--- src/rtl/control_pkg.sv ---
// Shared types and encodings for the multi-cycle control unit: FSM states,
// opcodes, C-type function bit positions and datapath select codes.
package control_pkg;

    typedef enum logic [3:0] {
        FETCH     = 4'd0,
        DECODE    = 4'd1,
        MEM_ADDR  = 4'd2,
        MEM_READ  = 4'd3,
        MEM_WB    = 4'd4,
        MEM_WRITE = 4'd5,
        JUMP      = 4'd6,
        BRANCH    = 4'd7,
        ALU_EXEC  = 4'd8,
        ALU_WB    = 4'd9
    } state_t;

    // Opcodes (instruction bits [15:12])
    localparam logic [3:0] OP_LOAD    = 4'b0000;
    localparam logic [3:0] OP_STORE   = 4'b0001;
    localparam logic [3:0] OP_JUMP    = 4'b0010;
    localparam logic [3:0] OP_BRANCHZ = 4'b0100;
    localparam logic [3:0] OP_CTYPE   = 4'b1000;
    localparam logic [3:0] OP_ADDI    = 4'b1100;
    localparam logic [3:0] OP_SUBI    = 4'b1101;
    localparam logic [3:0] OP_ANDI    = 4'b1110;
    localparam logic [3:0] OP_ORI     = 4'b1111;

    // C-type function field bit positions (one-hot)
    localparam int FN_MOVETO   = 0;
    localparam int FN_MOVEFROM = 1;
    localparam int FN_ADD      = 2;
    localparam int FN_SUB      = 3;
    localparam int FN_AND      = 4;
    localparam int FN_OR       = 5;
    localparam int FN_NOT      = 6;
    localparam int FN_NOP      = 7;

    // ALUControl codes
    localparam logic [2:0] ALU_ADD   = 3'b000;
    localparam logic [2:0] ALU_SUB   = 3'b001;
    localparam logic [2:0] ALU_AND   = 3'b010;
    localparam logic [2:0] ALU_OR    = 3'b011;
    localparam logic [2:0] ALU_NOTB  = 3'b100;
    localparam logic [2:0] ALU_PASSA = 3'b101;
    localparam logic [2:0] ALU_PASSB = 3'b110;

    // ALU operand selects
    localparam logic [1:0] SRCA_PC    = 2'd0;
    localparam logic [1:0] SRCA_OLDPC = 2'd1;
    localparam logic [1:0] SRCA_A     = 2'd2;
    localparam logic [1:0] SRCB_B     = 2'd0;
    localparam logic [1:0] SRCB_ONE   = 2'd1;
    localparam logic [1:0] SRCB_IMM   = 2'd2;

    // Immediate extension and PC source selects
    localparam logic [1:0] IMM_ZERO     = 2'd0;
    localparam logic [1:0] IMM_SIGN     = 2'd1;
    localparam logic [1:0] PCSRC_NEXT   = 2'd0;
    localparam logic [1:0] PCSRC_JUMP   = 2'd1;
    localparam logic [1:0] PCSRC_BRANCH = 2'd2;

    // True when the function field names exactly one executable C-type op:
    // a single set bit, and that bit lies in [6:0]. NOP (bit 7), an empty
    // field and any multi-hot pattern all count as "nothing to execute".
    function automatic logic func_is_onehot7(input logic [8:0] func);
        logic [3:0] ones;
        ones = 4'd0;
        for (int i = 0; i < 7; i++) begin
            ones = ones + {3'b000, func[i]};
        end
        return (ones == 4'd1) && (func[8:7] == 2'b00);
    endfunction

endpackage

--- src/rtl/alu_decoder.sv ---
// Combinational ALU decoder: maps opcode and C-type function field to the
// ALU operation, operand selects, immediate extension and MoveTo flag.
module alu_decoder
    import control_pkg::*;
(
    input  logic [3:0] Op,
    input  logic [8:0] Func,
    output logic [2:0] ALUControl,
    output logic [1:0] ImmSrc,
    output logic [1:0] ALUSrcB,
    output logic [1:0] ALUSrcA,
    output logic       MoveTo
);

    // Decode ALU controls; unrecognised combinations leave everything at zero
    always_comb begin
        ALUControl = ALU_ADD;
        ImmSrc     = IMM_ZERO;
        ALUSrcB    = SRCB_B;
        ALUSrcA    = SRCA_PC;
        MoveTo     = 1'b0;
        case (Op)
            OP_CTYPE: begin
                if (func_is_onehot7(Func)) begin
                    case (1'b1)
                        Func[FN_MOVETO]: begin
                            ALUSrcA    = SRCA_A;
                            ALUControl = ALU_PASSA;
                            MoveTo     = 1'b1;
                        end
                        Func[FN_MOVEFROM]: begin
                            ALUControl = ALU_PASSB;
                        end
                        Func[FN_ADD]: begin
                            ALUSrcA    = SRCA_A;
                            ALUControl = ALU_ADD;
                        end
                        Func[FN_SUB]: begin
                            ALUSrcA    = SRCA_A;
                            ALUControl = ALU_SUB;
                        end
                        Func[FN_AND]: begin
                            ALUSrcA    = SRCA_A;
                            ALUControl = ALU_AND;
                        end
                        Func[FN_OR]: begin
                            ALUSrcA    = SRCA_A;
                            ALUControl = ALU_OR;
                        end
                        Func[FN_NOT]: begin
                            ALUControl = ALU_NOTB;
                        end
                        default: begin
                            ALUControl = ALU_ADD;
                        end
                    endcase
                end else begin
                    ALUControl = ALU_ADD;
                end
            end
            OP_ADDI: begin
                ALUSrcA    = SRCA_A;
                ALUSrcB    = SRCB_IMM;
                ImmSrc     = IMM_SIGN;
                ALUControl = ALU_ADD;
            end
            OP_SUBI: begin
                ALUSrcA    = SRCA_A;
                ALUSrcB    = SRCB_IMM;
                ImmSrc     = IMM_SIGN;
                ALUControl = ALU_SUB;
            end
            OP_ANDI: begin
                ALUSrcA    = SRCA_A;
                ALUSrcB    = SRCB_IMM;
                ImmSrc     = IMM_ZERO;
                ALUControl = ALU_AND;
            end
            OP_ORI: begin
                ALUSrcA    = SRCA_A;
                ALUSrcB    = SRCB_IMM;
                ImmSrc     = IMM_ZERO;
                ALUControl = ALU_OR;
            end
            default: begin
                ALUControl = ALU_ADD;
            end
        endcase
    end

endmodule

--- src/rtl/control_unit.sv ---
// Multi-cycle control unit: Moore FSM sequencing fetch, decode, memory,
// jump, branch and ALU instructions. PCWrite in BRANCH follows Zero.
// While reset is high every write enable is forced low.
module control_unit
    import control_pkg::*;
(
    input  logic       clk,
    input  logic       reset,
    input  logic [3:0] Op,
    input  logic [8:0] Func,
    input  logic       Zero,
    output logic       AdrSrc,
    output logic       MemWrite,
    output logic       IRWrite,
    output logic       RegWrite,
    output logic       A3Src,
    output logic       PCWrite,
    output logic       OldPCWrite,
    output logic       MDRWrite,
    output logic       ResultSrc,
    output logic [1:0] ALUSrcA,
    output logic [1:0] ALUSrcB,
    output logic [1:0] ImmSrc,
    output logic [1:0] PCSrc,
    output logic [2:0] ALUControl,
    output logic       Illegal
);

    state_t     state_r;
    state_t     state_next_s;

    logic [2:0] dec_aluctrl_s;
    logic [1:0] dec_immsrc_s;
    logic [1:0] dec_alusrcb_s;
    logic [1:0] dec_alusrca_s;
    logic       dec_moveto_s;

    // Decoded ALU controls latched on leaving DECODE so ALU_EXEC and ALU_WB
    // see values that cannot move even if Op/Func wobble.
    logic [2:0] ex_aluctrl_r;
    logic [1:0] ex_immsrc_r;
    logic [1:0] ex_alusrcb_r;
    logic [1:0] ex_alusrca_r;
    logic       move_to_r;
    logic       is_store_r;

    logic       adrsrc_s, memwrite_s, irwrite_s, regwrite_s, a3src_s;
    logic       pcwrite_s, oldpcwrite_s, mdrwrite_s, resultsrc_s, illegal_s;
    logic [1:0] alusrca_s, alusrcb_s, immsrc_s, pcsrc_s;
    logic [2:0] aluctrl_s;

    alu_decoder u_alu_decoder (
        .Op         (Op),
        .Func       (Func),
        .ALUControl (dec_aluctrl_s),
        .ImmSrc     (dec_immsrc_s),
        .ALUSrcB    (dec_alusrcb_s),
        .ALUSrcA    (dec_alusrca_s),
        .MoveTo     (dec_moveto_s)
    );

    // State register; reset returns to FETCH without waiting for a clock
    always_ff @(posedge clk or posedge reset) begin
        if (reset) begin
            state_r <= FETCH;
        end else begin
            state_r <= state_next_s;
        end
    end

    // Capture instruction-dependent controls while in DECODE
    always_ff @(posedge clk or posedge reset) begin
        if (reset) begin
            ex_aluctrl_r <= ALU_ADD;
            ex_immsrc_r  <= IMM_ZERO;
            ex_alusrcb_r <= SRCB_B;
            ex_alusrca_r <= SRCA_PC;
            move_to_r    <= 1'b0;
            is_store_r   <= 1'b0;
        end else if (state_r == DECODE) begin
            ex_aluctrl_r <= dec_aluctrl_s;
            ex_immsrc_r  <= dec_immsrc_s;
            ex_alusrcb_r <= dec_alusrcb_s;
            ex_alusrca_r <= dec_alusrca_s;
            move_to_r    <= dec_moveto_s;
            is_store_r   <= (Op == OP_STORE);
        end else begin
            ex_aluctrl_r <= ex_aluctrl_r;
            ex_immsrc_r  <= ex_immsrc_r;
            ex_alusrcb_r <= ex_alusrcb_r;
            ex_alusrca_r <= ex_alusrca_r;
            move_to_r    <= move_to_r;
            is_store_r   <= is_store_r;
        end
    end

    // Next-state and per-state output decode; unlisted outputs stay zero
    always_comb begin
        state_next_s = FETCH;
        adrsrc_s     = 1'b0;
        memwrite_s   = 1'b0;
        irwrite_s    = 1'b0;
        regwrite_s   = 1'b0;
        a3src_s      = 1'b0;
        pcwrite_s    = 1'b0;
        oldpcwrite_s = 1'b0;
        mdrwrite_s   = 1'b0;
        resultsrc_s  = 1'b0;
        illegal_s    = 1'b0;
        alusrca_s    = SRCA_PC;
        alusrcb_s    = SRCB_B;
        immsrc_s     = IMM_ZERO;
        pcsrc_s      = PCSRC_NEXT;
        aluctrl_s    = ALU_ADD;
        case (state_r)
            FETCH: begin
                irwrite_s    = 1'b1;
                oldpcwrite_s = 1'b1;
                pcwrite_s    = 1'b1;
                alusrcb_s    = SRCB_ONE;
                state_next_s = DECODE;
            end
            DECODE: begin
                case (Op)
                    OP_LOAD, OP_STORE: state_next_s = MEM_ADDR;
                    OP_JUMP:           state_next_s = JUMP;
                    OP_BRANCHZ:        state_next_s = BRANCH;
                    OP_CTYPE: begin
                        if (func_is_onehot7(Func)) begin
                            state_next_s = ALU_EXEC;
                        end else begin
                            state_next_s = FETCH;
                        end
                    end
                    OP_ADDI, OP_SUBI, OP_ANDI, OP_ORI: state_next_s = ALU_EXEC;
                    default: begin
                        state_next_s = FETCH;
                        illegal_s    = 1'b1;
                    end
                endcase
            end
            MEM_ADDR: begin
                alusrcb_s    = SRCB_IMM;
                immsrc_s     = IMM_ZERO;
                aluctrl_s    = ALU_PASSB;
                state_next_s = is_store_r ? MEM_WRITE : MEM_READ;
            end
            MEM_READ: begin
                adrsrc_s     = 1'b1;
                mdrwrite_s   = 1'b1;
                state_next_s = MEM_WB;
            end
            MEM_WB: begin
                regwrite_s   = 1'b1;
                resultsrc_s  = 1'b1;
                state_next_s = FETCH;
            end
            MEM_WRITE: begin
                adrsrc_s     = 1'b1;
                memwrite_s   = 1'b1;
                state_next_s = FETCH;
            end
            JUMP: begin
                pcsrc_s      = PCSRC_JUMP;
                pcwrite_s    = 1'b1;
                state_next_s = FETCH;
            end
            BRANCH: begin
                alusrca_s    = SRCA_A;
                aluctrl_s    = ALU_PASSA;
                pcsrc_s      = PCSRC_BRANCH;
                pcwrite_s    = Zero;
                state_next_s = FETCH;
            end
            ALU_EXEC: begin
                aluctrl_s    = ex_aluctrl_r;
                immsrc_s     = ex_immsrc_r;
                alusrcb_s    = ex_alusrcb_r;
                alusrca_s    = ex_alusrca_r;
                state_next_s = ALU_WB;
            end
            ALU_WB: begin
                regwrite_s   = 1'b1;
                a3src_s      = move_to_r;
                state_next_s = FETCH;
            end
            default: begin
                state_next_s = FETCH;
            end
        endcase
    end

    // Write enables are suppressed for as long as reset is held
    assign PCWrite    = pcwrite_s    & ~reset;
    assign IRWrite    = irwrite_s    & ~reset;
    assign RegWrite   = regwrite_s   & ~reset;
    assign MemWrite   = memwrite_s   & ~reset;
    assign OldPCWrite = oldpcwrite_s & ~reset;
    assign MDRWrite   = mdrwrite_s   & ~reset;
    assign Illegal    = illegal_s    & ~reset;

    assign AdrSrc     = adrsrc_s;
    assign A3Src      = a3src_s;
    assign ResultSrc  = resultsrc_s;
    assign ALUSrcA    = alusrca_s;
    assign ALUSrcB    = alusrcb_s;
    assign ImmSrc     = immsrc_s;
    assign PCSrc      = pcsrc_s;
    assign ALUControl = aluctrl_s;

endmodule
--- config.mk ---
export PLATFORM = sky130hd
export DESIGN_NAME = control_unit
export DESIGN_NICKNAME = d
export VERILOG_FILES = /design/src/rtl/control_pkg.sv /design/src/rtl/alu_decoder.sv /design/src/rtl/control_unit.sv
export SDC_FILE = /design/constraint.sdc
export NUM_CORES = 1
export LEC_CHECK = 0
export ABC_AREA = 1
export CAP_MARGIN = 10
export CORE_AREA = 2 2 41 71
export CTS_CLUSTER_SIZE = 28
export DETAILED_ROUTE_END_ITERATION = 8
export DIE_AREA = 0 0 43 73
export HOLD_SLACK_MARGIN = 0.08
export PLACE_DENSITY = 0.77
export SYNTH_ARGS = -nofsm -noshare
export SYNTH_HDL_FRONTEND = slang
export SYNTH_SLANG_ARGS = --single-unit
--- constraint.sdc ---
create_clock -name clk -period 1.85 [get_ports clk]
set_input_delay 0.4625 -clock clk [delete_from_list [all_inputs] [get_ports clk]]
set_output_delay 0.4625 -clock clk [all_outputs]
set_load 0.005 [all_outputs]
==> flow_summary_export.csv <==
group,metric,value,unit
timing,setup_violations,17,
clock_network,cts_buffers,3,
grt,antenna_found_initial,0,
synth,synthDominantCellAreaShare,30.5,%
die,start_util,37.4,%
drt,vias_per_cell,4.92,
drt,first_iter_violations,18,
grt,grt_max_degree,14,
timing,whs,494,ps
synth,synth-async-reset-ratio,100,%
timing,period_minus_slack,2390,ps
synth,ys_types,26,
die,die_w,43,um
cells_and_area,final_util,69.9,%
placement,dpl-instance-area,0.00153,mm2
synth,synthTopCellsByArea,"dfrtp_1 (31%), nand2_1 (13%), inv_1 (12%), fa_1 (8.1%), nor2_1 (5.0%)",
die,io_pins,37,
timing,rsz0062_at_grt,"yes",
cells_and_area,nNetsFinal,245,
synth,netlist_instances,143,
worst_setup_path,critical_path.startpoint_type,"input port",
worst_hold_path,min_path_type,"reg2reg",
clock_network,cts_tree,"built",
cells_and_area,finalInstanceArea,0.00184,mm2
worst_setup_path,crit_type,"in2reg",
pwr,power,2.38,mW
die,dieHeight,73,um
placement,place_ws,-1350,ps
cells_and_area,areaGrowthSynthToFinish,86.8,%
synth,syn_avg_cell_area,6.88,um2
clock_network,clk_path_buf_depth,2,
placement,gp_congestion,0.821,
synth,yosys_warnings,0,
cells_and_area,final_cell_mix,"buf_4 (34), nand2_1 (27), inv_1 (20)",
outcome,status,"finished, violations left",
cells_and_area,final_common_cell,"buf_4",
timing,hold_violations,0,
worst_setup_path,worstPathRequired,2030,ps
clock_network,clk_pin_slew,50,ps
cells_and_area,diodes,0,
timing,fin_crit_sh,129,%
drt,wl_per_cell,14.3,um
synth,syn_area,983,um2
drt,final_antenna_net_count,0,
placement,numPlacedInstances,225,
timing,finalClockSkew,0.462,ps
die,fp-row-count,25,
placement,dpl.hpwl,2.24,mm
pwr,power_density,1300,mW/mm2
timing,max_freq,419,MHz
drt,post-route-drc-count,0,
worst_setup_path,worstSetupEndpointType,"flip-flop",
worst_setup_path,worst_ep_arrival_time,2570,ps
timing,fin_setup_tns,-4060,ps
drt,via_count,1235,
timing,drv_slew,0,
worst_setup_path,crit_fanout,3,
clock_network,htree_levels,1,
synth,yosys.area.top_type,"dfrtp_1",
placement,port_buffers,34,
pwr,ir_worst_vdd,0.783,mV
synth,yosysSeqAreaShare,30.5,%
cells_and_area,instances_no_fill,251,
drt,drt_pass1_iterations,4,
pwr,p_leak,1.02,nW
clock_network,cts_root_buf,"clkbuf_8",
synth,synth-edff-count,0,
synth,ys_seq_elements,12,
clock_network,clock-sinks,12,
synth,synthFlopType,"dfrtp_1",
grt,grt_pass1_vias,1268,
timing,final.setup.worst_slack,-538,ps
outcome,violations,"setup timing",
clock_network,worstSkewPairLatency,240,ps
cells_and_area,drive_gt1_share,54.9,%
grt,grt_pass1_wl,5.33,mm
die,core-area,0.00263,mm2
die,die_area,0.00314,mm2
run,maxCapViolCount,0,
grt,globalRouteTotalUtil,22.5,%
drt,wl,3.60,mm
grt,grt_overflow_total,0,
[report_power, final]
group | switching [mW] | total [mW] | internal [mW] | leakage (nW)
clock network | 0.101 | 0.289 | 0.188 | 0.0288
logic | 0.868 | 1.67 | 0.804 | 0.830
registers | 0.0733 | 0.418 | 0.344 | 0.161
[worst paths after layout]
path                                              from                          end  slack [ps]  depth (start not counted)
max                                            Func[0]  ex_aluctrl_r[1]$_DFFE_PP0P_        -540                         13
min                        ex_aluctrl_r[0]$_DFFE_PP0P_  ex_aluctrl_r[0]$_DFFE_PP0P_         490                          2
max reg2reg                       state_r[1]$_DFF_PP0_  ex_alusrca_r[1]$_DFFE_PP0P_         320                          9
min reg2reg                ex_aluctrl_r[0]$_DFFE_PP0P_  ex_aluctrl_r[0]$_DFFE_PP0P_         490                          2
max in group asynchronous                        reset  ex_alusrcb_r[1]$_DFFE_PP0P_         970                          3
min in group asynchronous                        reset         state_r[2]$_DFF_PP0_         570                          3
[synthesized netlist by cell type, types with 2 or more instances]
| cell type | number |
|---|---|
| nor2_2 | 2 |
| fa_1 | 4 |
| nand4_1 | 4 |
| inv_2 | 3 |
| o21ai_1 | 3 |
| dfrtp_1 | 12 |
| nand2_1 | 35 |
| nand3_1 | 8 |
| nand2_2 | 3 |
| nor3_1 | 2 |
| inv_1 | 31 |
| nor2_1 | 13 |
| buf_4 | 3 |
| a21oi_1 | 3 |
| o21ai_0 | 5 |
| nor2_4 | 2 |
[flip-flops by register name (all words and copies together) (netlist names)]
signal and cells:
state_r 4, move_to_r 1, ex_immsrc_r 1, ex_alusrca_r 1
ex_alusrcb_r 1, ex_aluctrl_r 3, is_store_r 1
[cells by family (layout without fill, tap and decap cells)]
logic type                 after synthesis  in the layout  share of synthesized area, %
DFF                                     12             12                          30.5
other                                    1              2                         0.381
adders and majority gates                4              4                          8.14
and+or+nand+nor                         71             71                          33.7
buffers and inverters                   38            118                          16.4
AOI/OAI and AO/OA                       17             17                          10.8
[layout make-up]
class,count,area [um2]
fillers,198,791
multi-input cells,94,657
repair buffers,80,636
flip-flops and latches,12,300
inverters,34,155
clock buffers,4,55.1
well taps,27,33.8
[layer usage]
metal	vias to the layer above	GRT usage, %	part of all wire [%]
li1	594	-	-
met1	574	18.7	29
met2	51	47.6	60
met3	16	3.47	4.1
met4	0	10.8	6.1
met5	-	0	0
[what timing repair did]
item / CTS / global route
setup buffers: 15 / 7
pin swaps: 16 / 19
hold buffers: 0 / 0
gates resized for setup: 100 / 59
setup endpoints to repair: 25 / 25
[worst max-delay path, cell delays in order]
cell and delay (ps):
buf_12 90, inv_12 30, fa_1 540, inv_1 60, fa_2 330, fa_1 450
nor2_2 110, nand3_2 110, nor2_4 150, nand2_1 60, nand2_1 70, nand2_1 50
nand2_1 70
No activity file was read; power rests on OpenSTA's default activity.
